--- config.mk ---
export PLATFORM = sky130hd
export DESIGN_NAME = alu_bcd_seq
export DESIGN_NICKNAME = d
export VERILOG_FILES = /design/src/rtl/alu_pkg.sv /design/src/rtl/bin2bcd_seq.sv /design/src/rtl/alu_bcd_seq.sv
export SDC_FILE = /design/constraint.sdc
export NUM_CORES = 1
export LEC_CHECK = 0
export ABC_AREA = 1
export CORE_ASPECT_RATIO = 1.4
export CORE_MARGIN = 2
export CORE_UTILIZATION = 45
export DETAILED_ROUTE_END_ITERATION = 8
export PLACE_DENSITY = 0.68
export SYNTH_ARGS = -nofsm -noshare
export SYNTH_HDL_FRONTEND = slang
export SYNTH_SLANG_ARGS = --single-unit
--- constraint.sdc ---
create_clock -name clk -period 3.8 [get_ports clk]
set_clock_uncertainty 0.1 [all_clocks]
set_input_delay 0.38 -clock clk [delete_from_list [all_inputs] [get_ports clk]]
set_output_delay 0.38 -clock clk [all_outputs]
set_load 0.01 [all_outputs]
--- src/rtl/alu_pkg.sv ---
// Shared types for the ALU + sequential BCD display path: op encodings, flag
// positions, converter states and the digit-capacity check used at elaboration.
package alu_pkg;

  typedef enum logic [3:0] {
    OP_ADD = 4'b0001,
    OP_SUB = 4'b0010,
    OP_AND = 4'b0100,
    OP_OR  = 4'b1000
  } op_e;

  localparam int FLAG_N = 3;
  localparam int FLAG_Z = 2;
  localparam int FLAG_C = 1;
  localparam int FLAG_V = 0;

  typedef enum logic [1:0] {
    CONV_IDLE  = 2'd0,
    CONV_SHIFT = 2'd1,
    CONV_DONE  = 2'd2
  } conv_state_e;

  // True when `digits` decimal digits can hold every value of a `bits` wide word.
  function automatic bit bcd_fits(int digits, int bits);
    longint p10;
    longint p2;
    p10 = 64'sd1;
    p2  = 64'sd1;
    for (int i = 0; i < digits; i++) p10 = p10 * 64'sd10;
    for (int i = 0; i < bits; i++) p2 = p2 * 64'sd2;
    return p10 >= p2;
  endfunction

endpackage

--- src/rtl/bin2bcd_seq.sv ---
// Sequential double-dabble: one shift per cycle, BITS cycles per conversion.
// bcd only updates on the final shift, so it never shows partial digits.
module bin2bcd_seq
  import alu_pkg::*;
#(
  parameter int BITS   = 8,
  parameter int DIGITS = 3
) (
  input  logic                clk,
  input  logic                rst,
  input  logic                start,
  input  logic [BITS-1:0]     mag,
  output logic                done,
  output logic [4*DIGITS-1:0] bcd,
  output logic                busy,
  output logic                load,
  output conv_state_e         state
);

  localparam int CW = $clog2(BITS + 1);

  conv_state_e         state_q;
  logic [CW-1:0]       cnt_q;
  logic [BITS-1:0]     mag_q;
  logic [4*DIGITS-1:0] work_q;
  logic [4*DIGITS-1:0] bcd_q;
  logic [4*DIGITS-1:0] work_adj;
  logic [4*DIGITS-1:0] work_sh;
  logic                done_q;
  logic                busy_q;

  always_comb begin
    work_adj = work_q;
    for (int d = 0; d < DIGITS; d++) begin
      if (work_q[4*d +: 4] >= 4'd5) work_adj[4*d +: 4] = work_q[4*d +: 4] + 4'd3;
    end
    work_sh = {work_adj[4*DIGITS-2:0], mag_q[BITS-1]};
  end

  assign load = (state_q == CONV_SHIFT) && (cnt_q == CW'(1));

  // start is sampled only in IDLE; done is a one-cycle pulse in DONE.
  always_ff @(posedge clk or posedge rst) begin
    if (rst) begin
      state_q <= CONV_IDLE;
      cnt_q   <= '0;
      mag_q   <= '0;
      work_q  <= '0;
      bcd_q   <= '0;
      done_q  <= 1'b0;
      busy_q  <= 1'b0;
    end else begin
      case (state_q)
        CONV_IDLE: begin
          if (start) begin
            mag_q   <= mag;
            work_q  <= '0;
            cnt_q   <= CW'(BITS);
            busy_q  <= 1'b1;
            state_q <= CONV_SHIFT;
          end
        end
        CONV_SHIFT: begin
          work_q <= work_sh;
          mag_q  <= {mag_q[BITS-2:0], 1'b0};
          cnt_q  <= cnt_q - CW'(1);
          if (load) begin
            bcd_q   <= work_sh;
            done_q  <= 1'b1;
            state_q <= CONV_DONE;
          end
        end
        CONV_DONE: begin
          done_q  <= 1'b0;
          busy_q  <= 1'b0;
          state_q <= CONV_IDLE;
        end
        default: state_q <= CONV_IDLE;
      endcase
    end
  end

  assign done  = done_q;
  assign busy  = busy_q;
  assign bcd   = bcd_q;
  assign state = state_q;

endmodule

--- src/rtl/alu_bcd_seq.sv ---
// Registered 4-op ALU with N/Z/C/V flags, button-cycled operation, and a
// signed-magnitude BCD readout refreshed whenever {result, op} changes.
module alu_bcd_seq
  import alu_pkg::*;
#(
  parameter int BITS   = 8,
  parameter int DIGITS = 3
) (
  input  logic                clk,
  input  logic                rst,
  input  logic                opsel,
  input  logic [BITS-1:0]     vA,
  input  logic [BITS-1:0]     vB,
  output logic [BITS-1:0]     result,
  output logic [3:0]          ALUflags,
  output logic [3:0]          operation,
  output logic [4*DIGITS-1:0] bcd,
  output logic                minus,
  output logic                busy,
  output logic                valid
);

  if (BITS < 2) begin : g_bits_too_small
    $error("alu_bcd_seq: BITS must be at least 2");
  end
  if (!bcd_fits(DIGITS, BITS)) begin : g_digits_too_small
    $error("alu_bcd_seq: DIGITS cannot represent 2**BITS values");
  end

  logic [BITS-1:0] a_q, b_q, res_q, snap_res_q;
  logic [3:0]      flags_q;
  logic [2:0]      sync_q;
  op_e             op_q, res_op_q, snap_op_q;
  logic            force_q, minus_q, minus_pend_q;

  logic [BITS-1:0] b_eff, alu_res, mag;
  logic [BITS:0]   sum;
  logic [3:0]      flags_d;
  logic            cin, c_d, v_d, neg, opsel_rise, start, load, done;
  conv_state_e     conv_state;

  // SUB reuses the adder as A + ~B + 1 so carry means "no borrow".
  always_comb begin
    cin     = (op_q == OP_SUB);
    b_eff   = cin ? ~b_q : b_q;
    sum     = {1'b0, a_q} + {1'b0, b_eff} + {{BITS{1'b0}}, cin};
    alu_res = '0;
    c_d     = 1'b0;
    v_d     = 1'b0;
    case (op_q)
      OP_ADD, OP_SUB: begin
        alu_res = sum[BITS-1:0];
        c_d     = sum[BITS];
        v_d     = (a_q[BITS-1] == b_eff[BITS-1]) && (alu_res[BITS-1] != a_q[BITS-1]);
      end
      OP_AND:  alu_res = a_q & b_q;
      OP_OR:   alu_res = a_q | b_q;
      default: alu_res = '0;
    endcase
    flags_d         = '0;
    flags_d[FLAG_N] = alu_res[BITS-1];
    flags_d[FLAG_Z] = (alu_res == '0);
    flags_d[FLAG_C] = c_d;
    flags_d[FLAG_V] = v_d;
  end

  assign opsel_rise = sync_q[1] & ~sync_q[2];
  assign neg        = ((res_op_q == OP_ADD) || (res_op_q == OP_SUB)) && res_q[BITS-1];
  assign mag        = neg ? (~res_q + BITS'(1)) : res_q;
  assign start      = (conv_state == CONV_IDLE) &&
                      (force_q || (res_q != snap_res_q) || (res_op_q != snap_op_q));

  always_ff @(posedge clk or posedge rst) begin
    if (rst) begin
      a_q          <= '0;
      b_q          <= '0;
      res_q        <= '0;
      flags_q      <= '0;
      sync_q       <= '0;
      op_q         <= OP_ADD;
      res_op_q     <= OP_ADD;
      snap_res_q   <= '0;
      snap_op_q    <= OP_ADD;
      force_q      <= 1'b1;
      minus_pend_q <= 1'b0;
      minus_q      <= 1'b0;
    end else begin
      a_q      <= vA;
      b_q      <= vB;
      res_q    <= alu_res;
      flags_q  <= flags_d;
      res_op_q <= op_q;
      sync_q   <= {sync_q[1:0], opsel};
      if (opsel_rise) op_q <= op_e'({op_q[2:0], op_q[3]});
      if (start) begin
        snap_res_q   <= res_q;
        snap_op_q    <= res_op_q;
        force_q      <= 1'b0;
        minus_pend_q <= neg;
      end
      if (load) minus_q <= minus_pend_q;
    end
  end

  bin2bcd_seq #(
    .BITS  (BITS),
    .DIGITS(DIGITS)
  ) u_conv (
    .clk  (clk),
    .rst  (rst),
    .start(start),
    .mag  (mag),
    .done (done),
    .bcd  (bcd),
    .busy (busy),
    .load (load),
    .state(conv_state)
  );

  assign result    = res_q;
  assign ALUflags  = flags_q;
  assign operation = op_q;
  assign minus     = minus_q;
  assign valid     = done;

endmodule

# Yosys cells after proc, flatten, opt, wreduce, memory -nomap -nowiden
# Cells that the tools add are included.
# Widths: inputs -> output; s select.
# totals
out_inout_bits	31
elab_cells	89
reg_bits	94
# classes
n_reduce_logical	18
n_mux	21
n_eq_ne	15
n_bitwise	6
addsub	7
magnitude_cmp	3
# op_table
cell	count
$mux 8	3
$pmux 12 s2	1
$pmux 8 s3	1
$not 8->8	2
$pmux 8 s2	1
$eq 4x1->1 const B	3
$ge 4x3->1 const B	3
$mux 12	1
$mux 4	3
$reduce_and 2->1	5
$add 8x8->9	1
$add 9x1->9	1
$add 4x2->4 const B	2
$add 8x1->8 const B	1
$and 8x8->8	1
$eq 4x2->1 const B	2
$logic_not 8->1	1
$ne 8x8->1	1
$or 8x8->8	1
$pmux 4 s2	1
$reduce_bool 2->1	3
$eq 4x3->1 const B	1
$eq 4x4->1 const B	1
$logic_and 1x1->1	4
other kinds (18)	26

# Depth between registers and ports, before layout
# Gate-level depths: netlist of the first run.
# depth
word_depth	7
depth_mapped	17

# Cells and area by module
# A second synthesis of the first run with hierarchy kept.
# unflattened
cells_unflattened	538
hier_area_um2	4683.2
# modules_own_cells
mod	area_each_um2	cells_per_inst	seq_area_each_um2	n_inst
alu_bcd_seq	2757.6	313	1331.3	1
bin2bcd_seq	1925.6	225	1001.0	1

# Worst setup path after synthesis of the first run
# Ideal clock, no wire load.
# synth_timing
kind	register to register
startpoint	register op_q[3], in the netlist operation[3]
endpoint	register flags_q[2], in the netlist ALUflags[2]
stages_incl_launch_ff	12
synth_period_minus_slack_ns	2.450
arrival_time_ns	2.278
path_slack_ns	1.350
path_cell_list	dfrtp_1 -> nor2_1 -> nand2_1 -> xnor2_1 -> ha_1 -> a21oi_1 -> nor2_1 -> a211oi_1 -> nand2_1 -> nand2_1 -> nand4_1 -> nor2_1
# synth_between
elab_chain_len	6
elab_cells_between_ends	10
classes_between	add/sub (2); eq/ne (4); mux (2); reduce/logical (2)
# synth_lines
item	line_no	source
from (decl)	alu_bcd_seq.sv:33	op_e op_q, res_op_q, snap_op_q;
from (signal assigned)	alu_bcd_seq.sv:94	if (opsel_rise) op_q <= op_e'({op_q[2:0], op_q[3]});
$eq 4x2->1	alu_bcd_seq.sv:44, alu_bcd_seq.sv:50	
$mux 8	alu_bcd_seq.sv:45	b_eff = cin ? ~b_q : b_q;
$add 8x8->9	alu_bcd_seq.sv:46	sum = {1'b0, a_q} + {1'b0, b_eff} + {{BITS{1'b0}}, cin};
$add 9x1->9	alu_bcd_seq.sv:46	
$pmux 8 s3 *	alu_bcd_seq.sv:50	case (op_q)
net alu_res[7]	alu_bcd_seq.sv:36	logic [BITS-1:0] b_eff, alu_res, mag;
$logic_not 8->1 *	alu_bcd_seq.sv:62	flags_d[FLAG_Z] = (alu_res == '0);
net flags_d[2]	alu_bcd_seq.sv:38	logic [3:0] flags_d;
to (signal assigned)	alu_bcd_seq.sv:91	flags_q <= flags_d;
to (decl)	alu_bcd_seq.sv:31	logic [3:0] flags_q;
# Mark *: on every way through the listed nets, which the timed path passes. The rest lies on a longest branch.
# A chain may end at the register's enable or synchronous reset.

# Worst setup path in the final report of the first run
# layout_timing
startpoint	register op_q[2], in the netlist operation[2]
endpoint	register flags_q[2], in the netlist ALUflags[2]
# The elaborated chain is that of the path after synthesis.

==> impl_metrics.toml, run 1 <==
[critical_path]
required_ns = 3.97
path_max_fanout = 7
crit_type = "reg2reg"
reg2reg_depth = 11
start_kind = "flip-flop"
cp-end-kind = "flip-flop"
worstPathArrival_ns = 2.97

[timing]
fin_ws_ns = 1.01
finalHoldViolations = 0
clock.fmax_ghz = 0.358
tightest_slew_ns = 0.737
rsz0062_at_grt = "false"
finalMaxSlewViolations = 0
relSlewSlack_pct = 50.8
setup_viol = 0
setup_tns_ns = 0
fin_crit_ns = 2.79
fin_crit_sh_pct = 73.5

[place]
portBuffers = 49
routabilityCongestion = 0.886
dp_slack_ns = 1.04
place_area_um2 = 5210
hpwl_mm = 6.82

[clock_network]
numCtsBuffers = 9
ctsResizeCount = 0
cts_root_buf = "clkbuf_16"
hold_buffers = 0
clockBufferDepth = 2
clkTransAtPathRegs_ns = 0.07
cts_sinks = 93
cts_tree = "yes"
postCtsSetupBuffers = 0
htree_num_levels = 3
clock_latency_ns = 0.34

[yosys]
syn-cell-area_um2 = 4590
muxShareOfSynthArea_pct = 0
synth_fa_ha_area_share_pct = 5.61
synth_top_cells_by_area = "dfrtp_1 49%, nand2_1 12%, nand3_1 5.2%"
syn_area_per_cell_um2 = 8.65
synth_top_area_share_pct = 48.5
synthCells = 531
synth_compound_area_share_pct = 8.99
yosysWarnings = 0
synth_seq_cells = 93
synthSimpleGateAreaFrac_pct = 23.4
yosysSeqAreaShare_pct = 50.8
synth_xor_area_share_pct = 4.39
syn_nets = 570
synth_top_family_by_area = "simple AND/OR/NAND/NOR gates"
yosysTopAreaCell = "dfrtp_1"
ys_types = 32

[pwr]
power_density_nw_per_um2 = 364
leakagePower_nw = 2.71
pwr-share-seq_pct = 50.2
p_sw_share_pct = 22.4
power_mw = 2.01
p_int_mw = 1.56
p_clk_share_pct = 45.2
combPwrFrac_pct = 4.6
peakVddDrop_mv = 0.220
power_switching_mw = 0.451

[final_layout]
diodes = 0
fillers = 939
final_area_um2 = 5510
multi_input_area_um2 = 1950
seq_area_um2 = 2330
nets = 623
areaGrowthSynthToFinish_pct = 20.1
layout-drive-gt1-share_pct = 8.49

[routing]
drc = 0
via_per_inst = 4.94
vias = 3580
drt-initial-drc-count = 114
firstDrtPassIters = 4
drtAntennaViolNets = 0
drt-wirelength-per-cell_um = 12.5
wl_mm = 9.07

[die]
die_y_um = 124
ioPinCount = 50
row_count = 43
start_util_pct = 46.4
coreArea_um2 = 9900
dieArea_um2 = 11000
die_w_um = 89.4

[global_routing]
grt_pass1_vias = 3595
antenna_found_initial = 0
grt_pass1_wl_mm = 15.5
track_usage_pct = 18.1
grt_max_degree = 46
grt_overflow_total = 0

[worst_hold_path]
holdPathStages = 0
hold_class = "reg2reg"

[run]
drv_cap = 0

[status]
status = "complete, no violations"
-- per-stage QoR --
step                util [%]  instances  hold WS [ns]
global placement        52.6        708         0.238
global route            55.7        724         0.259
floorplan                  -        531         0.231
detailed placement      52.6        708         0.238
CTS                     55.7        724         0.253
finish                  55.7        724         0.250
-- layout make-up --
type | instances | area share [%]
multi-input combinational | 363 | 35.3
sequential | 93 | 42.3
clock inverter | 7 | 1.45
inverter | 64 | 4.38
timing repair buffer | 53 | 9.44
tap | 135 | 3.06
clock buffer | 9 | 4.08
-- worst paths after layout --
kind                              startpoint      endpoint  slack (ns)
min in group asynchronous                rst   res_op_q[3]        0.37
worst max-delay path            operation[2]   ALUflags[2]        1.01
worst min register to register     sync_q[0]     sync_q[1]        0.25
worst min-delay path               sync_q[0]     sync_q[1]        0.25
worst max register to register  operation[2]   ALUflags[2]        1.01
max in group asynchronous                rst  operation[0]        2.39
-- power by group through the flow --
stage | sequential, mW | clock [mW] | combinational [mW]
floorplan | 1.03 | 0 | 0.0577
global placement | 1.03 | 0 | 0.0902
detailed placement | 1.03 | 0 | 0.0930
CTS | 1.01 | 0.928 | 0.0939
global route | 1.01 | 0.971 | 0.107
finish | 1.01 | 0.908 | 0.0919
-- routing by layer --
metal | global-route usage, % | vias to the layer above | share of wire (%)
li1 | - | 1804 | -
met5 | 0 | - | 0
met4 | 11.1 | 0 | 4.6
met1 | 19.7 | 1671 | 39
met3 | 3.74 | 33 | 3.2
met2 | 31.6 | 72 | 53
-- kinds of logic (layout without fill, tap and decap cells) --
family / Yosys count / in the layout
AOI/OAI and AO/OA: 72 / 72
buffers and inverters: 75 / 133
and+or+nand+nor: 248 / 248
DFF: 93 / 93
xor gates and xnor gates: 23 / 23
adders and majority gates: 20 / 20
-- worst max-delay path, stage by stage (launching register included) --
cell and delay, ns:
dfrtp_1 0.44, nor2_1 0.28, nand2_1 0.31, xnor2_1 0.22
ha_1 0.34, a21oi_1 0.22, nor2_1 0.06, a211oi_1 0.31
nand2_1 0.12, nand2_1 0.09, nand4_1 0.12, nor2_1 0.12
-- synthesized netlist by cell type --
cell type / instances
o21ai_2: 10
inv_1: 60
a21oi_1: 19
dfrtp_1: 89
buf_6: 2
nand2_2: 1
o21ai_0: 37
nand2_1: 143
buf_2: 1
ha_1: 19
nor2_2: 2
nor3_2: 1
dfstp_2: 4
o211ai_1: 2
and3_1: 1
xor2_1: 13
nor2_1: 31
or2_2: 5
inv_2: 4
nand3_4: 1
buf_4: 4
nand3b_1: 2
nand3_1: 48
a21boi_0: 1
a211oi_1: 1
fa_1: 1
nor3_1: 4
nand4_1: 8
xnor2_1: 10
clkbuf_1: 4
nand2_4: 1
o21a_1: 2
-- flip-flops by register name (all words and copies together) (netlist names) --
register,cells
snap_res_q,8
u_conv.bcd,12
minus,1
u_conv.done,1
snap_op_q,4
u_conv.mag_q,8
minus_pend_q,1
u_conv.cnt_q,4
u_conv.busy,1
a_q,8
force_q,1
sync_q,3
operation,4
b_q,8
ALUflags,4
result,7
u_conv.state,2
res_op_q,4
u_conv.work_q,12
-- layout by cell type, fill, tap and decap left out, types with 2 or more instances in the layout --
master,n
nand2_1,143
o211ai_1,2
dfstp_2,4
nand4_1,8
inv_1,59
dfrtp_1,89
xnor2_1,10
nor3_1,4
inv_2,4
nor2_2,2
nand3_1,48
or2_2,5
nor2_1,31
ha_1,19
o21ai_2,10
inv_6,2
clkdlybuf4s50_1,49
o21ai_0,37
o21a_1,2
nand3b_1,2
xor2_1,13
buf_4,4
clkinv_2,2
a21oi_1,19
clkbuf_16,9
No activity file was read; power rests on OpenSTA's default activity.
==> run 2, diff against run 1 <==
PLACE_DENSITY = 0.7   (was 0.68)
clock period = 2.3 ns   (was 3.8 ns; I/O delays follow)
==> run 2 against run 1 <==
The run now ends with setup timing left. Maximum frequency is 21% higher. Core utilization grew 4.3 points. Global-route usage up 0.87 points. Clock-buffer cell count up 4.
==> impl_metrics.toml, run 2 (same netlist as run 1, synthesis figures left out) <==
[status]
status = "finished with violations"
violations = "setup timing"

[routing]
drc = 0
route.met2.wl_mm = 5.27
via_per_inst = 5.00
vias = 3747
wl_met3_um = 289
drt-wirelength-per-cell_um = 12.8
drtAntennaViolNets = 0
top_layer_used = "met4"
firstDrtPassIters = 4
wl_mm = 9.62
drt-met1-wl_mm = 3.70
drt-initial-drc-count = 164

[final_layout]
fillers = 851
final_cell_mix = "135 x nand2_1, 89 x dfrtp_1, 59 x inv_1"
mostFrequentLayoutCell = "nand2_1"
areaGrowthSynthToFinish_pct = 29.4
layout.cells.non_filler = 749
final_util_pct = 60.0
layout-drive-gt1-share_pct = 16.8
diodes = 0
nets = 648

[global_routing]
grt_max_degree = 45
grt_pass1_wl_mm = 16.3
antenna_found_initial = 0
grt_overflow_total = 0
track_usage_pct = 19.0
grt_pass1_vias = 3889

[place]
dp_slack_ns = -0.0752
place_inst = 722
portBuffers = 49
routabilityCongestion = 0.916
hpwl_mm = 7.17

[timing]
finalHoldViolations = 0
finalMaxSlewViolations = 0
fin_crit_sh_pct = 100
fin_ws_ns = -0.00687
rsz0062_at_grt = "true"
clock.fmax_ghz = 0.433
setup_tns_ns = -0.00687
setup_viol = 1
tightest_slew_ns = 0.492
relSlewSlack_pct = 67.1
fin_crit_ns = 2.31

[critical_path]
path_max_fanout = 4
cp-end-kind = "flip-flop"
path_buf_inv = 1
required_ns = 2.47
crit_top_cell = "nand3_1"
crit_type = "reg2reg"
crit_path_top_delay_cell = "fa_2"
crit_chain = "nor2_4, buf_6, nand3_1, nand2_2, fa_2, nand3_1, nand3_1, nor2_2, nand3_1, nor2_1, nand3_1, nor2_1"
slowest_delay_ns = 0.44
worstPathArrival_ns = 2.47
start_kind = "flip-flop"
path_delay_family = "simple AND/OR/NAND/NOR gates"

[clock_network]
cts_sinks = 93
cts_tree = "yes"
clock_latency_ns = 0.33
cts_root_buf = "clkbuf_16"
hold_buffers = 0
numCtsBuffers = 9
clkTransAtPathRegs_ns = 0.06
htree_num_levels = 3
clockBufferDepth = 2

[pwr]
power_density_nw_per_um2 = 572
peakVddDrop_mv = 0.446
leakagePower_nw = 2.89

[die]
ioPinCount = 50
coreArea_um2 = 9900
die_w_um = 89.4
dieArea_um2 = 11000
start_util_pct = 46.4
row_count = 43
die_y_um = 124

[run]
drv_cap = 0

[worst_hold_path]
hold_class = "in2async"
[run 2: cell types whose count changed in the layout (fill, tap and decap cells not counted), moves of 3 or more]
cell | before | now
buf_4 | 4 | 26
nand2_1 | 143 | 135
nand2_2 | 1 | 8
ha_1 | 19 | 14
nor2_1 | 31 | 26
xnor2_1 | 10 | 5
a21oi_1 | 19 | 15
ha_4 | 0 | 4
clkbuf_8 | 0 | 3
nor2_2 | 2 | 5
xnor2_2 | 0 | 3
[run 2: path summary, 6_finish.rpt]
kind                         startpoint      endpoint  slack [ns]  cells past startpoint
max in group asynchronous           rst  operation[0]        1.52                      3
setup / recovery           operation[3]   ALUflags[2]      -0.007                     12
hold / removal                      rst  snap_op_q[1]        0.03                      2
hold reg to reg               sync_q[0]     sync_q[1]        0.25                      0
min in group clk                  vB[7]        b_q[7]        0.23                      1
setup reg to reg           operation[3]   ALUflags[2]      -0.007                     12
[run 2: metrics by stage]
stage | hold slack [ns] | area (µm²) | power (mW)
final | 0.0273 | 5940 | 3.40
after global routing | 0.0420 | 5940 | 3.54
after CTS | 0.0179 | 5730 | 3.39
after detailed placement | 0.237 | 5340 | 1.86
after global placement | 0.237 | 5340 | 1.85
after floorplan | 0.161 | 4600 | 1.79
[run 2: worst register-to-register path, cell delays in order, from the launching register on]
cell	delay, ns
dfrtp_1	0.41
nor2_4	0.20
buf_6	0.14
nand3_1	0.09
nand2_2	0.11
fa_2	0.44
nand3_1	0.12
nand3_1	0.13
nor2_2	0.13
nand3_1	0.09
nor2_1	0.11
nand3_1	0.08
nor2_1	0.09
[run 2: what timing repair did]
action	in CTS	in global routing
gates cloned	0	0
resized for setup	8	29
pin swaps	9	29
setup buffers	6	5
setup endpoints to repair	2	5
hold endpoints to repair	0	0
[run 2: layout make-up]
| class | instances | area [µm²] | area share, % |
|---|---|---|---|
| well taps | 135 | 169 | 2.84 |
| flip-flops and latches | 93 | 2330 | 39.3 |
| inverters | 64 | 244 | 4.11 |
| repair buffers | 78 | 728 | 12.3 |
| multi-input cells | 363 | 2150 | 36.2 |
| clock inverters | 3 | 42.5 | 0.716 |
| clock buffers | 13 | 270 | 4.55 |
[run 2: power by group]
part	internal, mW	switching [mW]
clock network	0.929	0.574
registers	1.65	0.0182
logic	0.110	0.111
[run 2: metal layers]
layer / vias up / track usage [%]
li1: 1864 / -
met1: 1768 / 19.5
met2: 84 / 34.9
met3: 31 / 4.14
met4: 0 / 9.98
met5: - / 0
